$ cat src/rtl/load_store_unit_if.sv
// load_store_unit_if: pipeline request/response and data-memory bus of the LSU
interface load_store_unit_if;
  logic        req_valid;
  logic        req_ready;
  logic        req_is_store;
  logic [3:0]  req_type;
  logic [63:0] req_addr;
  logic [63:0] req_wdata;
  logic [4:0]  req_rd;
  logic        resp_valid;
  logic        resp_ready;
  logic [63:0] resp_data;
  logic [4:0]  resp_rd;
  logic [1:0]  resp_err;
  logic        MemReadEn;
  logic        MemWriteEn;
  logic [3:0]  loadtype;
  logic [3:0]  storetype;
  logic [63:0] AddressBus;
  logic [63:0] DataMemoryInput;
  logic [63:0] DataMemoryOutput;
  modport slave (
    input  req_valid, req_is_store, req_type, req_addr, req_wdata, req_rd, resp_ready, DataMemoryOutput,
    output req_ready, resp_valid, resp_data, resp_rd, resp_err,
           MemReadEn, MemWriteEn, loadtype, storetype, AddressBus, DataMemoryInput
  );
  modport master (
    output req_valid, req_is_store, req_type, req_addr, req_wdata, req_rd, resp_ready, DataMemoryOutput,
    input  req_ready, resp_valid, resp_data, resp_rd, resp_err,
           MemReadEn, MemWriteEn, loadtype, storetype, AddressBus, DataMemoryInput
  );
endinterface

$ cat src/rtl/load_store_unit.sv
// load_store_unit: single-outstanding load/store unit with fault checking in front of a data memory
`ifndef MEMORY_BITS
`define MEMORY_BITS 16
`endif
module load_store_unit #(
  parameter int MEM_BITS = `MEMORY_BITS
) (
  input logic              clock,
  input logic              rst,
  load_store_unit_if.slave bus
);
  localparam logic [3:0] LD_H = 4'd1, LD_W = 4'd2, LD_D = 4'd3, LD_HU = 4'd5;
  typedef enum logic [1:0] {IDLE, ISSUE, WAIT, RESP} state_t;
  state_t      r_state, w_next;
  logic        r_is_store;
  logic [3:0]  r_type;
  logic [63:0] r_addr, r_wdata, r_data;
  logic [4:0]  r_rd;
  logic [1:0]  r_err;
  logic        w_acc, w_illegal, w_oor, w_mis, w_iss;
  logic [1:0]  w_size, w_err;
  // fault classification of the incoming request, highest priority first
  always_comb begin
    w_acc     = bus.req_valid && bus.req_ready;
    w_illegal = bus.req_is_store ? (bus.req_type > 4'd3) : (bus.req_type > 4'd5);
    w_oor     = (bus.req_addr >> MEM_BITS) != 64'd0;
    w_size    = bus.req_is_store ? bus.req_type[1:0] :
                (bus.req_type == LD_D) ? 2'd3 :
                (bus.req_type == LD_W) ? 2'd2 :
                (bus.req_type == LD_H || bus.req_type == LD_HU) ? 2'd1 : 2'd0;
    w_mis     = (w_size == 2'd1 && bus.req_addr[0]) ||
                (w_size == 2'd2 && bus.req_addr[1:0] != 2'd0) ||
                (w_size == 2'd3 && bus.req_addr[2:0] != 3'd0);
    w_err     = w_illegal ? 2'b10 : w_oor ? 2'b11 : w_mis ? 2'b01 : 2'b00;
  end
  // next-state selection
  always_comb begin
    w_next = r_state;
    case (r_state)
      IDLE:    w_next = w_acc ? ((w_err != 2'b00) ? RESP : ISSUE) : IDLE;
      ISSUE:   w_next = r_is_store ? RESP : WAIT;
      WAIT:    w_next = RESP;
      default: w_next = bus.resp_ready ? IDLE : RESP;
    endcase
  end
  // state register
  always_ff @(posedge clock) begin
    if (rst) r_state <= IDLE;
    else     r_state <= w_next;
  end
  // request capture on accept, load data capture in WAIT
  always_ff @(posedge clock) begin
    if (rst) begin
      r_is_store <= 1'b0;
      r_type     <= 4'd0;
      r_addr     <= 64'd0;
      r_wdata    <= 64'd0;
      r_rd       <= 5'd0;
      r_err      <= 2'b00;
      r_data     <= 64'd0;
    end else if (w_acc) begin
      r_is_store <= bus.req_is_store;
      r_type     <= bus.req_type;
      r_addr     <= bus.req_addr;
      r_wdata    <= bus.req_wdata;
      r_rd       <= bus.req_rd;
      r_err      <= w_err;
      r_data     <= 64'd0;
    end else if (r_state == WAIT) begin
      r_data     <= bus.DataMemoryOutput;
    end
  end
  // memory bus is live only in ISSUE and is forced quiet while rst is high
  always_comb begin
    w_iss               = (r_state == ISSUE) && !rst;
    bus.req_ready       = (r_state == IDLE) && !rst;
    bus.MemReadEn       = w_iss && !r_is_store;
    bus.MemWriteEn      = w_iss && r_is_store;
    bus.AddressBus      = w_iss ? r_addr : 64'd0;
    bus.DataMemoryInput = w_iss ? r_wdata : 64'd0;
    bus.loadtype        = w_iss ? r_type : 4'd0;
    bus.storetype       = w_iss ? r_type : 4'd0;
    bus.resp_valid      = (r_state == RESP);
    bus.resp_data       = r_data;
    bus.resp_rd         = r_rd;
    bus.resp_err        = r_err;
  end
endmodule

$ cat src/flat_wrapper.sv
// flat-port wrapper written by rule: the top's interface ports become plain ports
module load_store_unit_flat 
#(
  parameter int MEM_BITS = `MEMORY_BITS
)
  (clock, rst, bus_req_valid, bus_req_is_store, bus_req_type, bus_req_addr, bus_req_wdata, bus_req_rd, bus_resp_ready, bus_DataMemoryOutput, bus_req_ready, bus_resp_valid, bus_resp_data, bus_resp_rd, bus_resp_err, bus_MemReadEn, bus_MemWriteEn, bus_loadtype, bus_storetype, bus_AddressBus, bus_DataMemoryInput);
  load_store_unit_if bus_i ();
  input logic clock;
  input logic rst;
  input wire logic [$bits(bus_i.req_valid)-1:0] bus_req_valid;
  input wire logic [$bits(bus_i.req_is_store)-1:0] bus_req_is_store;
  input wire logic [$bits(bus_i.req_type)-1:0] bus_req_type;
  input wire logic [$bits(bus_i.req_addr)-1:0] bus_req_addr;
  input wire logic [$bits(bus_i.req_wdata)-1:0] bus_req_wdata;
  input wire logic [$bits(bus_i.req_rd)-1:0] bus_req_rd;
  input wire logic [$bits(bus_i.resp_ready)-1:0] bus_resp_ready;
  input wire logic [$bits(bus_i.DataMemoryOutput)-1:0] bus_DataMemoryOutput;
  output wire logic [$bits(bus_i.req_ready)-1:0] bus_req_ready;
  output wire logic [$bits(bus_i.resp_valid)-1:0] bus_resp_valid;
  output wire logic [$bits(bus_i.resp_data)-1:0] bus_resp_data;
  output wire logic [$bits(bus_i.resp_rd)-1:0] bus_resp_rd;
  output wire logic [$bits(bus_i.resp_err)-1:0] bus_resp_err;
  output wire logic [$bits(bus_i.MemReadEn)-1:0] bus_MemReadEn;
  output wire logic [$bits(bus_i.MemWriteEn)-1:0] bus_MemWriteEn;
  output wire logic [$bits(bus_i.loadtype)-1:0] bus_loadtype;
  output wire logic [$bits(bus_i.storetype)-1:0] bus_storetype;
  output wire logic [$bits(bus_i.AddressBus)-1:0] bus_AddressBus;
  output wire logic [$bits(bus_i.DataMemoryInput)-1:0] bus_DataMemoryInput;
  assign bus_i.req_valid = bus_req_valid;
  assign bus_i.req_is_store = bus_req_is_store;
  assign bus_i.req_type = bus_req_type;
  assign bus_i.req_addr = bus_req_addr;
  assign bus_i.req_wdata = bus_req_wdata;
  assign bus_i.req_rd = bus_req_rd;
  assign bus_i.resp_ready = bus_resp_ready;
  assign bus_i.DataMemoryOutput = bus_DataMemoryOutput;
  assign bus_req_ready = bus_i.req_ready;
  assign bus_resp_valid = bus_i.resp_valid;
  assign bus_resp_data = bus_i.resp_data;
  assign bus_resp_rd = bus_i.resp_rd;
  assign bus_resp_err = bus_i.resp_err;
  assign bus_MemReadEn = bus_i.MemReadEn;
  assign bus_MemWriteEn = bus_i.MemWriteEn;
  assign bus_loadtype = bus_i.loadtype;
  assign bus_storetype = bus_i.storetype;
  assign bus_AddressBus = bus_i.AddressBus;
  assign bus_DataMemoryInput = bus_i.DataMemoryInput;
  load_store_unit #(.MEM_BITS(MEM_BITS)) u_core (.clock(clock), .rst(rst), .bus(bus_i));
endmodule
$ cat config.mk
export PLATFORM = sky130hd
export DESIGN_NAME = load_store_unit_flat
export DESIGN_NICKNAME = d
export VERILOG_FILES = /design/src/rtl/load_store_unit_if.sv /design/src/rtl/load_store_unit.sv /design/src/flat_wrapper.sv
export SDC_FILE = /design/constraint.sdc
export NUM_CORES = 1
export LEC_CHECK = 0
export ABC_AREA = 1
export CORE_AREA = 2 2 164 166
export CTS_BUF_LIST = sky130_fd_sc_hd__clkbuf_8 sky130_fd_sc_hd__clkbuf_16
export DETAILED_ROUTE_END_ITERATION = 8
export DIE_AREA = 0 0 166 168
export GPL_TIMING_DRIVEN = 0
export HOLD_SLACK_MARGIN = 0.08
export PLACE_DENSITY_LB_ADDON = 0.1
export SLEW_MARGIN = 10
export SYNTH_ARGS = -nofsm -noshare
export SYNTH_HDL_FRONTEND = slang
export SYNTH_SLANG_ARGS = --single-unit
$ cat constraint.sdc
create_clock -name clock -period 1.7 [get_ports clock]
set_input_delay 0.255 -clock clock [delete_from_list [all_inputs] [get_ports clock]]
set_output_delay 0.255 -clock clock [all_outputs]
set_load 0.01 [all_outputs]
==> flow_summary.yaml <==
run_status:
  status: "finished with violations"
  violations: "negative setup slack"
setup_path:
  cp_top_family: "buffers and inverters"
  crit_fanout: 6
  critPathArrivalTime_ps: 1820
  reg2reg_slack_ps: -100
  crit_buf_inv: 4
  startpoint: "u_core.r_state[1]"
  path_class: "flop to output pin"
  crit_top_cell: "clkbuf_16"
  endpoint_kind: "output pin"
  slowest_delay_ps: 320
  worstSetupStartpointType: "flop"
  cp_slowest_cell: "dfxtp_2"
  cp_cell_sequence: "inv_2 > ha_4 > nand2_8 > clkbuf_16 > clkbuf_16 > nor2_4 > buf_6"
  worstPathRequired_ps: 1440
  rr_startpoint: "u_core.r_state[1]"
layout:
  layout-drive-gt1-share: 0.252
  final_nets: 1750
  area_growth_pct: 77.9
sta:
  maxSlewHeadroom: 0.713
  fin_crit_sh: 1.22
  final.setup.tns_ps: -43150
  fin_skew_ps: 11.6
  final_hold_viol_count: 0
  worstMarginPinSlew_ps: 431
  fin_ws_ps: -376
  fmaxAchievable_mhz: 482
  drv_slew: 0
  finalCriticalPeriod_ps: 2080
  setup_viol: 204
  rsz0062_at_grt: "true"
drt:
  m1WireLength_um: 11900
  totalWireLength_um: 29700
  drcViolationCount: 0
  routedWlPerCell_um: 15.6
  met2WireLength_um: 14300
  first_pass_iters: 4
  first_iter_violations: 280
  routed.top_layer: "met4"
  wl_met3_um: 2510
  drtAntennaViolNets: 0
  via_per_inst: 4.28
  num_vias: 8124
clocking:
  clock_path_buffers: 3
  clock-sinks: 206
  clkSlewWorstSetupHoldPaths_ps: 60
  h-tree-depth: 1
  numCtsBuffers: 24
  cts-root-buf: "clkbuf_16"
  hold_buffers: 0
  cts_tree: "yes"
  clkLatencyLatePin_ps: 510
global_routing:
  gr-usage-all-layers: 0.203
  grt_pass1_wl_um: 44900
  antenna_found_initial: 1
  gr-total-overflow: 0
  grt_pass1_vias: 7948
  grt_max_degree: 13
pwr:
  power.share.clock: 0.327
  power.leakage_nw: 6.40
  ir_drop_mv: 0.745
  p_total_mw: 16.3
  swShare: 0.295
  combPwrFrac: 0.307
  p_seq_frac: 0.366
  powerDensity_nw_per_um2: 1110
  p_int_mw: 11.5
  switchingPower_mw: 4.80
placed_design:
  numPortBuffers: 416
  post-place-ws_ps: -1570
  place_congestion: 0.810
  dpl.hpwl_um: 21900
floorplanning:
  die_h_um: 168
  die_w_um: 166
  rows: 60
  core_area_um2: 26400
  start_util: 0.311
  die_area_um2: 27900
  io_pins: 417
yosys:
  yosysWarnings: 0
  synth_area_um2: 8210
  synth_edf_count: 0
  synthFlopType: "dfxtp_1"
  synth_area_per_cell_um2: 7.61
  ys_types: 25
  yosysSeqAreaShare: 0.502
  ys_async_sr_fraction: 0
  ys_ff_latch: 206
  synth_nets: 1288
  syn_inst: 1078
flow_run:
  max-cap-violations: 0
hold_path:
  hp-class: "primary input to flop"
  hold_start: "rst"
==> kinds of logic after synthesis <==
kind of cell	count (synthesis)	synth area share
flip-flops	206	0.502
AND/OR/NAND/NOR	386	0.182
adder cells (fa/ha/maj)	4	0.00610
multiplexers	64	0.0878
AO/OA/AOI/OAI	146	0.0930
buffers and inverters	272	0.129
==> cell type report <==
type	count	area (um^2)
sequential	206	4130
multi-input combinational	601	3470
inverter	212	806
buffer	60	673
antenna	1	2.50
clock buffer	35	763
tap	341	427
timing repair buffer	435	4260
clock inverter	9	68.8
fill	2495	11700
==> state kept, by name, indices dropped and copies added, names as in the netlist <==
| signal | cells |
|---|---|
| u_core.r_type | 4 |
| u_core.r_addr | 64 |
| u_core.r_wdata | 64 |
| u_core.bus.resp_err | 2 |
| u_core.bus.resp_rd | 5 |
| u_core.bus.resp_data | 64 |
| u_core.r_state | 2 |
| u_core.r_is_store | 1 |
==> layer usage <==
metal / up-vias / global-route usage
met5: - / 0
met4: 0 / 0.0647
met3: 57 / 0.0642
met2: 294 / 0.357
met1: 3604 / 0.234
li1: 4169 / -
==> cell usage after synthesis, types with 5 or more instances <==
cell,n,area share
nand2_1,211,0.096
inv_1,210,0.096
dfxtp_1,206,0.50
nor2_1,165,0.075
o21ai_1,74,0.045
mux2_2,64,0.088
o21ai_0,56,0.034
clkbuf_1,40,0.018
buf_2,8,0.0049
buf_4,7,0.0064
a22o_1,6,0.0064
o22ai_1,6,0.0046
buf_1,5,0.0023
==> repair_timing <==
action | CTS | global route
setup endpoints to repair | 356 | 330
hold endpoints to repair | 0 | 0
pin swaps | 7 | 5
gates resized for setup | 723 | 132
cloned | 9 | 2
buffers inserted | 5 | 4
==> per-stage QoR <==
stage / util / hold slack, ps / instance area, um^2 / std cells
2_1_floorplan: - / 324 / 8210 / 1078
3_3_place_gp: 0.486 / 448 / 12800 / 1835
3_5_place_dp: 0.486 / 447 / 12800 / 1835
4_1_cts: 0.540 / 239 / 14200 / 1893
5_1_grt: 0.554 / 270 / 14600 / 1900
6_report: 0.554 / 269 / 14600 / 1900
==> cells in the final DEF, fill, tap and decap left out, types with 2 or more instances in the layout <==
cell type and count:
clkbuf_8 20, nor2_4 52, nand3_1 2, clkbuf_16 36
dfxtp_1 202, clkbuf_1 6, nand2_4 2, buf_8 5
buf_12 2, nand2_1 210, inv_1 210, clkdlybuf4s15_2 34
nand4_1 3, clkinv_2 7, dlygate4sd2_1 13, o21ai_0 56
mux2_2 64, a21oi_1 3, o22ai_1 6, clkbuf_4 7
buf_4 20, nor2_1 105, clkdlybuf4s50_1 263, ha_1 3
clkbuf_2 20, o21ai_1 74, buf_2 35, nor2_2 9
a22o_1 6, buf_6 68, dfxtp_2 4
==> worst reg2reg max path, stage by stage (launching register included) <==
cell	delay, ps
dfxtp_2	320
inv_2	70
buf_4	110
ha_1	130
inv_1	50
nor2_2	140
nand2_4	90
inv_8	120
nor2_8	70
buf_4	150
buf_4	150
clkbuf_4	180
nand2_1	80
inv_1	40
==> path summary, 6_finish.rpt <==
| check | to | cells after the start |
|---|---|---|
| hold / removal | u_core.r_state[0] | 2 |
| setup reg to reg | u_core.bus.resp_data[30] | 13 |
| hold reg to reg | u_core.r_wdata[15] | 2 |
| setup / recovery | bus_AddressBus[16] | 7 |
==> power by group through the flow <==
stage,registers [mW],clock network [mW],logic (mW)
final,5.95,5.32,5.01
after global routing,6.04,5.66,5.47
after CTS,5.95,5.48,4.84
after detailed placement,6.05,0,4.23
after global placement,6.03,0,4.20
after floorplan,6.12,0,2.21
No activity file was read; power rests on OpenSTA's default activity.
